==> config.mk <==
export PLATFORM = sky130hd
export DESIGN_NAME = arb_wrr_lock
export DESIGN_NICKNAME = d
export VERILOG_FILES = /design/src/rtl/arb_pkg.sv /design/src/rtl/arb_rr_pick.sv /design/src/rtl/arb_wrr_lock.sv
export SDC_FILE = /design/constraint.sdc
export NUM_CORES = 1
export LEC_CHECK = 0
export ABC_AREA = 0
export BUFFER_PORTS_ARGS = -buffer_cell sky130_fd_sc_hd__buf_2
export CORE_MARGIN = 4
export CORE_UTILIZATION = 45
export CTS_CLUSTER_DIAMETER = 200
export DETAILED_ROUTE_END_ITERATION = 7
export HOLD_SLACK_MARGIN = 0.03
export PLACE_DENSITY = 0.72
export SLEW_MARGIN = 20
export SYNTH_ARGS = -nofsm -noshare
export SYNTH_HDL_FRONTEND = slang
export SYNTH_SLANG_ARGS = --single-unit
==> constraint.sdc <==
create_clock -name clk -period 4.57 [get_ports clk]
set_input_delay 0.457 -clock clk [delete_from_list [all_inputs] [get_ports clk]]
set_output_delay 0.457 -clock clk [all_outputs]
set_load 0.1 [all_outputs]
==> src/rtl/arb_pkg.sv <==
// Shared types and the round-robin search helper for the weighted arbiter.
package arb_pkg;

  typedef enum logic {ARB_IDLE, ARB_BUSY} arb_state_e;

  // Widest requester count the search helper supports; callers zero-extend into it.
  localparam int ARB_MAX_N  = 16;
  localparam int ARB_MAX_PW = $clog2(ARB_MAX_N);
  localparam int ARB_DW     = 2 * ARB_MAX_N;

  // The doubled vector lets one subtract find the first request at or above ptr with wrap-around.
  function automatic logic [ARB_MAX_N-1:0] rr_pick(
    input logic [ARB_MAX_N-1:0]  req,
    input logic [ARB_MAX_PW-1:0] ptr,
    input int unsigned           n
  );
    logic [ARB_DW-1:0]    dbl;
    logic [ARB_DW-1:0]    sel;
    logic [ARB_MAX_N-1:0] lowMask;
    dbl     = (ARB_DW'(req) << n) | ARB_DW'(req);
    sel     = dbl & ~(dbl - (ARB_DW'(1) << ptr));
    lowMask = (ARB_MAX_N'(1) << n) - ARB_MAX_N'(1);
    return (sel[ARB_MAX_N-1:0] | ARB_MAX_N'(sel >> n)) & lowMask;
  endfunction

endpackage

==> src/rtl/arb_rr_pick.sv <==
// Combinational round-robin picker: first unmasked request at or above ptr, wrapping modulo N.
module arb_rr_pick #(
  parameter int N = 4
) (
  input  logic [N-1:0]         req,
  input  logic [N-1:0]         mask,
  input  logic [$clog2(N)-1:0] ptr,
  output logic [N-1:0]         onehot,
  output logic [$clog2(N)-1:0] idx,
  output logic                 any
);
  import arb_pkg::*;

  localparam int IW = $clog2(N);

  always_comb begin
    onehot = N'(rr_pick(ARB_MAX_N'(req & mask), ARB_MAX_PW'(ptr), N));
    idx    = '0;
    for (int i = 0; i < N; i++) begin
      if (onehot[i]) idx = IW'(i);
    end
    any = |onehot;
  end

endmodule

==> src/rtl/arb_wrr_lock.sv <==
// N-way weighted round-robin arbiter with registered one-hot grant and per-channel packet credit.
// Build option ARB_PKT_LOCK_EN: grants span whole packets delimited by req_last; otherwise every beat ends a packet.
module arb_wrr_lock #(
  parameter int N  = 4,
  parameter int WW = 4
) (
  input  logic                 clk,
  input  logic                 rst,
  input  logic [N-1:0]         req,
  input  logic [N-1:0]         req_last,
  input  logic [N*WW-1:0]      weight,
  input  logic                 ack,
  output logic [N-1:0]         gnt,
  output logic [$clog2(N)-1:0] gnt_id,
  output logic                 gnt_vld
);
  import arb_pkg::*;

  localparam int IW = $clog2(N);

  arb_state_e    state_q, state_d;
  logic [N-1:0]  gnt_q, gnt_d;
  logic [IW-1:0] gntId_q, gntId_d;
  logic [IW-1:0] ptr_q, ptr_d;
  logic [WW-1:0] credit_q, credit_d;
  logic          midPkt_q, midPkt_d;

  logic [N-1:0]  pickMask, pickOh, grantOh;
  logic [IW-1:0] pickPtr, pickIdx, grantIdx, ptrInc;
  logic [WW-1:0] grantWeight;
  logic          pickAny, busy, reqW, xfer, pktEnd, keep, withdraw, handOver, doGrant;

  assign busy = (state_q == ARB_BUSY);
  assign reqW = req[gntId_q];
  assign xfer = (|(gnt_q & req)) & ack;

`ifdef ARB_PKT_LOCK_EN
  assign pktEnd = xfer & req_last[gntId_q];
`else
  logic unusedReqLast;
  assign unusedReqLast = ^req_last;
  assign pktEnd        = xfer;
`endif

  // A requester that lets req fall before its packet's first beat gives the port up; a mid-packet drop is a protocol error.
  assign withdraw = busy & ~reqW & ~midPkt_q;
  assign keep     = pktEnd & reqW & (credit_q != '0);
  assign handOver = (pktEnd & ~keep) | withdraw;
  assign ptrInc   = (gntId_q == IW'(N - 1)) ? '0 : gntId_q + IW'(1);
  assign pickMask = busy ? ~gnt_q : '1;
  assign pickPtr  = busy ? ptrInc : ptr_q;

  arb_rr_pick #(.N(N)) uPick (
    .req    (req),
    .mask   (pickMask),
    .ptr    (pickPtr),
    .onehot (pickOh),
    .idx    (pickIdx),
    .any    (pickAny)
  );

  // On hand-over the ending requester is masked out, unless it is the only one still asking.
  always_comb begin
    state_d  = state_q;
    gnt_d    = gnt_q;
    gntId_d  = gntId_q;
    ptr_d    = ptr_q;
    credit_d = credit_q;
    midPkt_d = midPkt_q;
    doGrant  = 1'b0;
    grantIdx = pickIdx;
    grantOh  = pickOh;
    if (!busy) begin
      doGrant = pickAny;
    end else begin
      if (xfer) midPkt_d = ~pktEnd;
      if (keep) begin
        credit_d = credit_q - WW'(1);
      end else if (handOver) begin
        ptr_d = ptrInc;
        if (pickAny) begin
          doGrant = 1'b1;
        end else if (reqW) begin
          doGrant  = 1'b1;
          grantIdx = gntId_q;
          grantOh  = gnt_q;
        end else begin
          state_d = ARB_IDLE;
          gnt_d   = '0;
          gntId_d = '0;
        end
      end
    end
    grantWeight = weight[int'(grantIdx)*WW +: WW];
    if (doGrant) begin
      state_d  = ARB_BUSY;
      gnt_d    = grantOh;
      gntId_d  = grantIdx;
      midPkt_d = 1'b0;
      credit_d = (grantWeight == '0) ? '0 : grantWeight - WW'(1);
    end
  end

  always_ff @(posedge clk or negedge rst) begin
    if (!rst) begin
      state_q  <= ARB_IDLE;
      gnt_q    <= '0;
      gntId_q  <= '0;
      ptr_q    <= '0;
      credit_q <= '0;
      midPkt_q <= 1'b0;
    end else begin
      state_q  <= state_d;
      gnt_q    <= gnt_d;
      gntId_q  <= gntId_d;
      ptr_q    <= ptr_d;
      credit_q <= credit_d;
      midPkt_q <= midPkt_d;
    end
  end

  reqHeldMidPkt: assert property (@(posedge clk) disable iff (!rst) midPkt_q |-> req[gntId_q]);

  assign gnt     = gnt_q;
  assign gnt_id  = gntId_q;
  assign gnt_vld = |gnt_q;

endmodule
# Word level (Yosys, flattened, before mapping)
# Index checks and enable logic that the tools add are counted.
# word_totals
elab_cells	96
output_inout_bits	7
in_bits	27
register_bits	14
# op_classes
shifts	2
order_cmp	1
mux	46
addsub	4
n_eq_ne	5
reduce_logical	14
n_bitwise	18
# op_table
operator	n
$mux 4	16
$mux 2	15
$shiftx 16x5->4	1
$mux 1	14
$reduce_or 4->1	3
$reduce_and 5->1	2
$and 4x4->4	2
$and 8x8->8	1
$not 8->8	1
$or 8x8->8	1
$reduce_bool 2->1	4
$shl 1x2->8 const A	1
$sub 4x1->4 const B	2
$sub 8x8->8	1
$and 1x1->1	6
$ne 2x1->1 const B	3
$ne 5x5->1 const B	1
$logic_not 4->1	1
$not 1->1	4
$not 4->4	1
$or 4x4->4	1
$reduce_and 2->1	2
$reduce_bool 4->1	1
$lt 2x3->1 const B	1
other kinds (5)	5

# Logic depth before layout (Yosys ltp)
# Gate-level depths: netlist of the first run.
# depth
ltp_word	20
depth_mapped	16
mapped_depth_nobuf	14

# Hierarchy
# A second synthesis of the first run with hierarchy kept.
# hier_totals
cells_unflattened	170
hier_area_um2	1380.1
# by_module_without_submodules
mod	cells_each	area_each_um2	instances
arb_wrr_lock	126	1096.1	1
arb_rr_pick	44	284.0	1

# Worst setup path after synthesis of the first run
# Ideal clock, no wire load.
# synth_path
kind	flip-flop to flip-flop
from	register gntId_q[0], in the netlist gnt_id[0]
to	register credit_q[2]
stages_incl_launch_ff	14
synth_period_minus_slack_ns	4.355
setup_slack_ns	0.215
t_arrival_ns	4.231
t_required_ns	4.446
path_buffers	1
path_cell_list	dfrtp_1 ha_1 nand2b_1 o32a_1 inv_1 fa_1 nand4b_1 o221ai_4 a21boi_2 or2_1 buf_6 mux4_2 nor4b_4 o31a_1
# synth_via
elab_chain_cells	20
elab_cells_between_ends	41
cone_classes	add/sub: 3; eq/ne: 1; shift: 2; mux: 19; bitwise: 11; reduce/logical: 5
# synth_rtl
item	line_no	text
start, declared	arb_wrr_lock.sv:23	logic [IW-1:0] gntId_q, gntId_d;
start signal, assigned	arb_wrr_lock.sv:115	gntId_q <= gntId_d;
$add 2x1->2 or $eq 2x2->1 (tied branches)	arb_wrr_lock.sv:49	assign ptrInc = (gntId_q == IW'(N - 1)) ? '0 : gntId_q + IW'(1);
$mux 2 (*)	arb_wrr_lock.sv:49	
named net ptrInc[1]	arb_wrr_lock.sv:29	logic [IW-1:0] pickPtr, pickIdx, grantIdx, ptrInc;
$mux 2 (*)	arb_wrr_lock.sv:51	assign pickPtr = busy ? ptrInc : ptr_q;
$shl 1x2->8 (*)	arb_pkg.sv:21	sel = dbl & ~(dbl - (ARB_DW'(1) << ptr));
$sub 8x8->8 (*)	arb_pkg.sv:21	
$not 8->8 (*)	arb_pkg.sv:21	
$and 8x8->8 (*)	arb_pkg.sv:21	
[... 5 more ...]	--	
$mux 2	arb_wrr_lock.sv:81	if (pickAny) begin
$mux 2	arb_wrr_lock.sv:79	end else if (handOver) begin
$mux 2	arb_wrr_lock.sv:77	if (keep) begin
$mux 2	arb_wrr_lock.sv:73	if (!busy) begin
$shiftx 16x5->4	arb_wrr_lock.sv:94	grantWeight = weight[int'(grantIdx)*WW +: WW];
$sub 4x1->4 or $logic_not 4->1 (tied branches)	arb_wrr_lock.sv:100	credit_d = (grantWeight == '0) ? '0 : grantWeight - WW'(1);
$mux 4	arb_wrr_lock.sv:100	
$mux 4	arb_wrr_lock.sv:95	if (doGrant) begin
end signal, assigned	arb_wrr_lock.sv:117	credit_q <= credit_d;
end, declared	arb_wrr_lock.sv:25	logic [WW-1:0] credit_q, credit_d;
# The timed path passes the listed nets; every way through them passes the cells marked *. The select of a mux whose other input is x is not followed.
# A chain may end at the register's enable or synchronous reset.

# Final worst setup path of the first run
# layout_path
from	register gntId_q[0], in the netlist gnt_id[0]
to	register credit_q[3]
# Same word-level chain as after synthesis.

==> flow_summary.ini, run 1 <==
[run_status]
status = finished, final reports clean

[yosys]
synth_nets = 192
synthSimpleGateAreaFrac = 0.224
avgSynthCellArea_um2 = 8.88
netlist.area_leader.share = 0.248
synth_edf_count = 0
synth_xor_area_frac = 0.0186
ys.flop_type = dfrtp_1
ys_seq_area_frac = 0.248
ys_ff_latch = 14
synthArstFlopShare = 1.00
synthAdderAreaFrac = 0.0585
synth_top_area_cell = dfrtp_1
ys_types = 60
yosys-top-cells-area = dfrtp_1 (25%), nand2_1 (5.3%), mux4_2 (4.8%)
synthMuxAreaShare = 0.0779
synth_top_family_by_area = compound AO/OA/AOI/OAI gates
postSynthCellCount = 159
synth_compound_area_frac = 0.337
synth_warnings = 0
syn_area_um2 = 1410

[timing]
whs_ns = 0.0585
slew_viol_final = 0
worst_slew_pin_slew_ns = 0.559
final.setup.tns_ns = 0
rsz0062_at_grt = false
setup_viol = 0
fin_crit_sh = 0.924
hold_violations = 0
fin_crit_ns = 4.22
fmax_ghz = 0.237
fin_skew_ns = 0.000548
slew_headroom = 0.627

[global_routing]
grt_use_total = 0.184
antenna_found_initial = 0
grt_pass1_wl_um = 5990
grt_overflow = 0
grt_pass1_vias = 1291
grt_max_degree = 15

[flow_run]
cap_violations = 0

[finish]
nNetsFinal = 223
area_growth_pct = 14.6
seqCellArea_um2 = 350
layout_commonest_cell = buf_2
multi_input_area_um2 = 1010
diodes = 0
final_cell_mix = buf_2 (29), nand2_1 (20), dfrtp_1 (14)
drive_gt1_frac = 0.271
layout.filler_cells = 297
fin_cells = 232

[floorplan]
die_h_um = 64.0
dieArea_um2 = 4100
dieWidth_um = 64.0
start_util = 0.467
ios = 34
core_um2 = 3030
core.rowCount = 20

[clock_tree]
cts_resized = 0
cts_max_level = 1
hold_buffers = 0
ctsLongestPathBuffers = 2
clkTransAtPathRegs_ns = 0.08
numClockSinks = 14
cts_root_buffer = clkbuf_4
cts_setup_buffers = 0
cts_tree = built
clk_latency_ns = 0.28
cts_made_buffers = 3

[placement]
placedCellCount = 229
gp_congestion = 0.907
port_buffers = 29
dp_hpwl_um = 2930

[worst_setup_path]
critPathCaptureType = register
reg2reg_slack_ns = 0.35
critical_path_class = reg2reg
arrival_ns = 4.38
r2r_cells = 13
crit_path_max_fanout = 8
r2r-start = gnt_id[0]
critPathRequiredTime_ns = 4.73
r2r-end = credit_q[3]
crit_path_start_kind = register

[hold_path]
min_path_type = in2async

[routing]
drt_pre_antenna_iters = 4
first_iter_violations = 62
wl_um = 3610
wire_per_inst_um = 15.5
vias_per_cell = 5.92
dr_total_vias = 1374
drc = 0
ant_nets = 0
## kinds of logic (layout without fill, tap and decap cells)
kind of cell | Yosys count | count (layout)
xor gates and xnor gates | 3 | 3
adders and majority gates | 6 | 6
buffers and inverters | 11 | 40
AOI/OAI and AO/OA | 59 | 59
muxes | 7 | 7
and+or+nand+nor | 59 | 59
DFF | 14 | 14
## layer usage
layer  global-route usage  up-vias  wire length (µm)
li1                     -      674                 -
met1                0.245      659              1680
met5                    0        -                 0
met3               0.0387        2               173
met2                0.308       39              1750
met4               0.0323        0                 4
## flip-flops by register name, indices dropped and copies added (netlist names)
name / count
midPkt_q: 1
gnt_id: 2
busy: 1
credit_q: 4
ptr_q: 2
gnt: 4
## how the worst max path moves through the flow
stage / start / to / slack (ns) / cells past startpoint
floorplan: gnt_id[0] / credit_q[2] / 0.22 / 13
global placement: gnt_id[0] / credit_q[3] / 0.54 / 13
detailed placement: gnt_id[0] / credit_q[3] / 0.40 / 13
CTS: gnt_id[0] / credit_q[3] / 0.39 / 13
global route: gnt_id[0] / credit_q[3] / 0.13 / 13
finish: gnt_id[0] / credit_q[3] / 0.35 / 13
## worst max-delay path: stages, from the launching register on
cell and delay [ns]:
dfrtp_1 0.50, ha_1 0.39, nand2b_1 0.20, o32a_1 0.34, inv_1 0.10, fa_1 0.48
nand4b_1 0.26, o221ai_4 0.28, o2111ai_1 0.23, and2_1 0.27, a211oi_1 0.36, a32oi_1 0.23
o311ai_1 0.33, o21ai_1 0.12
## area by class of cell
type | count | share of cell area
well taps | 44 | 0.0340
clock buffers | 3 | 0.0139
multi-input cells | 134 | 0.625
flip-flops and latches | 14 | 0.216
inverters | 7 | 0.0162
repair buffers | 30 | 0.0943
## Yosys cell counts, drive strengths merged (2+ instances only)
library cell / number
a211oi: 4
a21boi: 5
a21o: 4
a21oi: 4
a22o: 3
a32o: 3
a32oi: 2
and2: 3
buf: 2
clkbuf: 2
dfrtp: 14
ha: 5
inv: 7
mux2: 2
mux2i: 2
mux4: 3
nand2: 20
nand3: 5
nor2: 11
nor2b: 6
nor3: 5
o21ai: 15
o31ai: 2
o32a: 2
o41ai: 2
xnor2: 2
## per-stage QoR
step | util | area (µm²) | setup WS (ns)
2_1_floorplan | - | 1410 | 0.215
3_3_place_gp | 0.527 | 1600 | 0.540
3_5_place_dp | 0.527 | 1600 | 0.396
4_1_cts | 0.535 | 1620 | 0.391
5_1_grt | 0.535 | 1620 | 0.131
6_report | 0.535 | 1620 | 0.349
Power of run 1 is not shown: default switching activity piles up to over one toggle a cycle in this logic, so the estimate is an artifact.
==> run 2, diff against run 1 <==
- CELL_PAD_IN_SITES_DETAIL_PLACEMENT: unset -> 1
- CELL_PAD_IN_SITES_GLOBAL_PLACEMENT: unset -> 2
- CORE_UTILIZATION: 45 -> 32
- PLACE_DENSITY: 0.72 -> 0.83
- TNS_END_PERCENT: unset -> 20
==> run 2 against run 1 <==
Worst hold slack better by 0.036 ns. Critical path depth stayed put. Core utilization is 13 points lower. Global-route usage is 2.3 points lower. Design area is 2.9% higher. Maximum frequency is 0.16% higher. Count of clock-buffer cells in the layout is 1 higher. Sequential share of layout area is 0.62 points lower. Via count hardly changed. First-iteration DRC count is 74% higher. Register-to-register slack hardly changed. Highest routed layer is now met3. Critical endpoint unchanged. Non-clock buffer count is 1 higher.
==> flow_summary.ini, run 2 (same netlist as run 1, synthesis figures left out) <==
[routing]
drt_pre_antenna_iters = 4
ant_nets = 0
dr_total_vias = 1373
vias_per_cell = 5.72
drc = 0
wire_per_inst_um = 17.5
wl_um = 4200
first_iter_violations = 108

[worst_setup_path]
crit_chain = ha_1 -> nand2b_1 -> o32a_1 -> inv_1 -> fa_1 -> nand4b_1 -> o221ai_4 -> o2111ai_1 -> and2_1 -> a211oi_1 -> a32oi_1 -> o311ai_1 -> o21ai_1
critPathCaptureType = register
crit_slowest_cell = fa_1
crit_path_start_kind = register
cp.depth = 13
arrival_ns = 4.33
critical_path_class = reg2reg
critPathBufInv = 1
r2r_cells = 13
cp_top_family = compound AO/OA/AOI/OAI gates
cpPeakStageDelay_ns = 0.48
crit_path_max_fanout = 5
critPathRequiredTime_ns = 4.69

[floorplan]
core_um2 = 4140
start_util = 0.341
core.rowCount = 23
dieWidth_um = 74.4
die_h_um = 74.4
ios = 34
dieArea_um2 = 5540

[placement]
gp_congestion = 0.852
dp_hpwl_um = 3490
port_buffers = 29

[clock_tree]
cts_resized = 0
cts_setup_buffers = 0
clk_latency_ns = 0.25
hold_buffers = 0
clkTransAtPathRegs_ns = 0.06
cts_root_buffer = clkbuf_8
cts_tree = built
ctsLongestPathBuffers = 2
cts_max_level = 1
numClockSinks = 14
cts_made_buffers = 3

[timing]
slew_viol_final = 0
final.setup.tns_ns = 0
setup_viol = 0
rsz0062_at_grt = false
hold_violations = 0
fin_crit_ns = 4.21
slew_headroom = 0.630
worst_slew_pin_slew_ns = 0.555
fin_skew_ns = 0.00144
fmax_ghz = 0.237
fin_crit_sh = 0.922

[global_routing]
grt_overflow = 0
grt_max_degree = 15
antenna_found_initial = 0
grt_pass1_vias = 1433
grt_pass1_wl_um = 7070
grt_use_total = 0.161

[finish]
area_growth_pct = 18.0
nNetsFinal = 224
drive_gt1_frac = 0.279
layout.filler_cells = 511
diodes = 0
final_cell_mix = buf_2 (29), nand2_1 (20), dfrtp_1 (14)
layout_commonest_cell = buf_2

[hold_path]
min_path_type = in2async

[flow_run]
cap_violations = 0

[run_status]
status = finished, final reports clean
[run 2: changes by cell type in the layout (fill, tap and decap cells not counted)]
cell	before	now
buf_4	1	2
clkbuf_4	3	0
clkbuf_8	0	4
[run 2: worst paths after layout]
kind | from | to | slack [ns]
setup reg to reg | gnt_id[1] | credit_q[3] | 0.36
hold / removal | rst | ptr_q[1] | 0.09
min in group clk | midPkt_q | midPkt_q | 0.58
max in group asynchronous | rst | gnt[1] | 4.24
setup / recovery | gnt_id[1] | credit_q[3] | 0.36
hold reg to reg | midPkt_q | midPkt_q | 0.58
[run 2: final cells by class]
cell class / instances / area [µm²] / share of cell area
multi-input cells: 134 / 1010 / 0.607
flip-flops and latches: 14 / 350 / 0.210
repair buffers: 31 / 160 / 0.0961
well taps: 50 / 62.6 / 0.0375
clock buffers: 4 / 55.1 / 0.0330
inverters: 7 / 26.3 / 0.0158
[run 2: per-stage QoR]
stage           util  setup slack [ns]  std cells  instance area (µm²)  hold slack (ns)
2_1_floorplan      -             0.215        159                 1410            0.161
3_3_place_gp   0.389             0.557        236                 1610            0.364
3_5_place_dp   0.389             0.365        236                 1610            0.371
4_1_cts        0.402             0.343        240                 1670            0.106
5_1_grt        0.402            0.0885        240                 1670            0.116
6_report       0.402             0.356        240                 1670           0.0947
[run 2: routing by layer]
| metal | GRT usage | routed length, µm | up-vias |
|---|---|---|---|
| li1 | - | - | 672 |
| met1 | 0.211 | 1990 | 679 |
| met2 | 0.288 | 2050 | 22 |
| met3 | 0.0284 | 154 | 0 |
| met4 | 0.0119 | 0 | 0 |
| met5 | 0 | 0 | - |
Power of run 2 is left out for the same reason.
==> run 3, diff against run 2 <==
- REMOVE_ABC_BUFFERS: unset -> 1
==> run 3 against run 2 <==
Maximum frequency up 0.71%. Global-route usage up 0.65 points. Wire length up 2.0%. Critical endpoint unchanged.
==> flow_summary.ini, run 3 (same netlist as run 1, synthesis figures left out) <==
[clock_tree]
cts_root_buffer = clkbuf_8
cts_tree = built
cts_setup_buffers = 0
ctsLongestPathBuffers = 2
clk_latency_ns = 0.25
clkTransAtPathRegs_ns = 0.06
numClockSinks = 14
cts_max_level = 1
cts_made_buffers = 3

[routing]
ant_nets = 0
first_iter_violations = 148
drc = 0
wl_um = 4290
wire_per_inst_um = 17.9
vias_per_cell = 5.71
drt_pre_antenna_iters = 4
dr_total_vias = 1370

[timing]
slew_viol_final = 0
setup_viol = 0
fin_crit_ns = 4.18
fin_skew_ns = 0.00581
worst_slew_pin_slew_ns = 0.594
final.setup.tns_ns = 0
slew_headroom = 0.604
hold_violations = 0
fmax_ghz = 0.239
fin_crit_sh = 0.916
rsz0062_at_grt = false

[flow_run]
cap_violations = 0

[global_routing]
antenna_found_initial = 0
grt_pass1_vias = 1461
grt_overflow = 0
grt_max_degree = 15
grt_pass1_wl_um = 7190
grt_use_total = 0.167

[run_status]
status = finished, final reports clean

[worst_setup_path]
r2r-start = gnt_id[1]
arrival_ns = 4.30
reg2reg_slack_ns = 0.39
r2r_cells = 13
crit_path_start_kind = register
critical_path.startpoint = gnt_id[1]
critPathRequiredTime_ns = 4.68
critical_path_class = reg2reg
r2r-end = credit_q[3]
critPathCapture = credit_q[3]
crit_path_max_fanout = 5
critPathCaptureType = register

[floorplan]
core_um2 = 4140
core.rowCount = 23
start_util = 0.341
dieWidth_um = 74.4
dieArea_um2 = 5540
ios = 34
die_h_um = 74.4

[placement]
port_buffers = 29
placed_area_um2 = 1610
gp_congestion = 0.762
dp_hpwl_um = 3540

[finish]
final_cell_mix = buf_2 (29), nand2_1 (20), dfrtp_1 (14)
nNetsFinal = 224
layout_commonest_cell = buf_2
final_util = 0.404
drive_gt1_frac = 0.284
area_growth_pct = 18.5
stdcell_area_um2 = 1670
diodes = 0

[hold_path]
min_path_type = in2async
-- run 3: critical path, stage by stage, from the launching register on --
cell       delay, ns
dfrtp_1         0.45
ha_1            0.35
nand2b_1        0.20
o32a_1          0.36
inv_1           0.09
fa_1            0.47
nand4b_1        0.27
o221ai_4        0.27
o2111ai_1       0.21
and2_1          0.26
a211oi_1        0.36
a32oi_1         0.24
o311ai_2        0.39
o21ai_1         0.12
-- run 3: metal layers --
metal	routed length (µm)	global-route usage
met4	26	0.0178
met5	0	0
met1	1970	0.224
met2	2080	0.289
met3	207	0.0338
-- run 3: how the worst min path moves through the flow --
stage / from / end / slack [ns]
final: rst / ptr_q[0] / 0.09
after global routing: rst / ptr_q[0] / 0.12
after CTS: rst / ptr_q[0] / 0.10
after detailed placement: rst / ptr_q[1] / 0.37
after global placement: rst / midPkt_q / 0.37
after floorplan: rst / busy / 0.16
-- run 3: layout make-up --
type | instances | area [µm²]
flip-flops and latches | 14 | 350
multi-input cells | 134 | 1020
fillers | 523 | 2470
clock buffers | 4 | 55.1
repair buffers | 31 | 160
well taps | 50 | 62.6
inverters | 7 | 26.3
-- run 3: what timing repair did --
action | 4_1_cts | 5_1_grt
gates resized for setup | 0 | 1
hold buffers | 0 | 0
setup endpoints to repair | 0 | 1
-- run 3: metrics by stage --
step                      hold WS (ns)  cells  setup slack [ns]
after floorplan                  0.161    155             0.256
after CTS                        0.102    240             0.332
after global placement           0.366    236             0.549
final                           0.0895    240             0.386
after global routing             0.120    240            0.0933
after detailed placement         0.369    236             0.369
Power of run 3 is left out for the same reason.
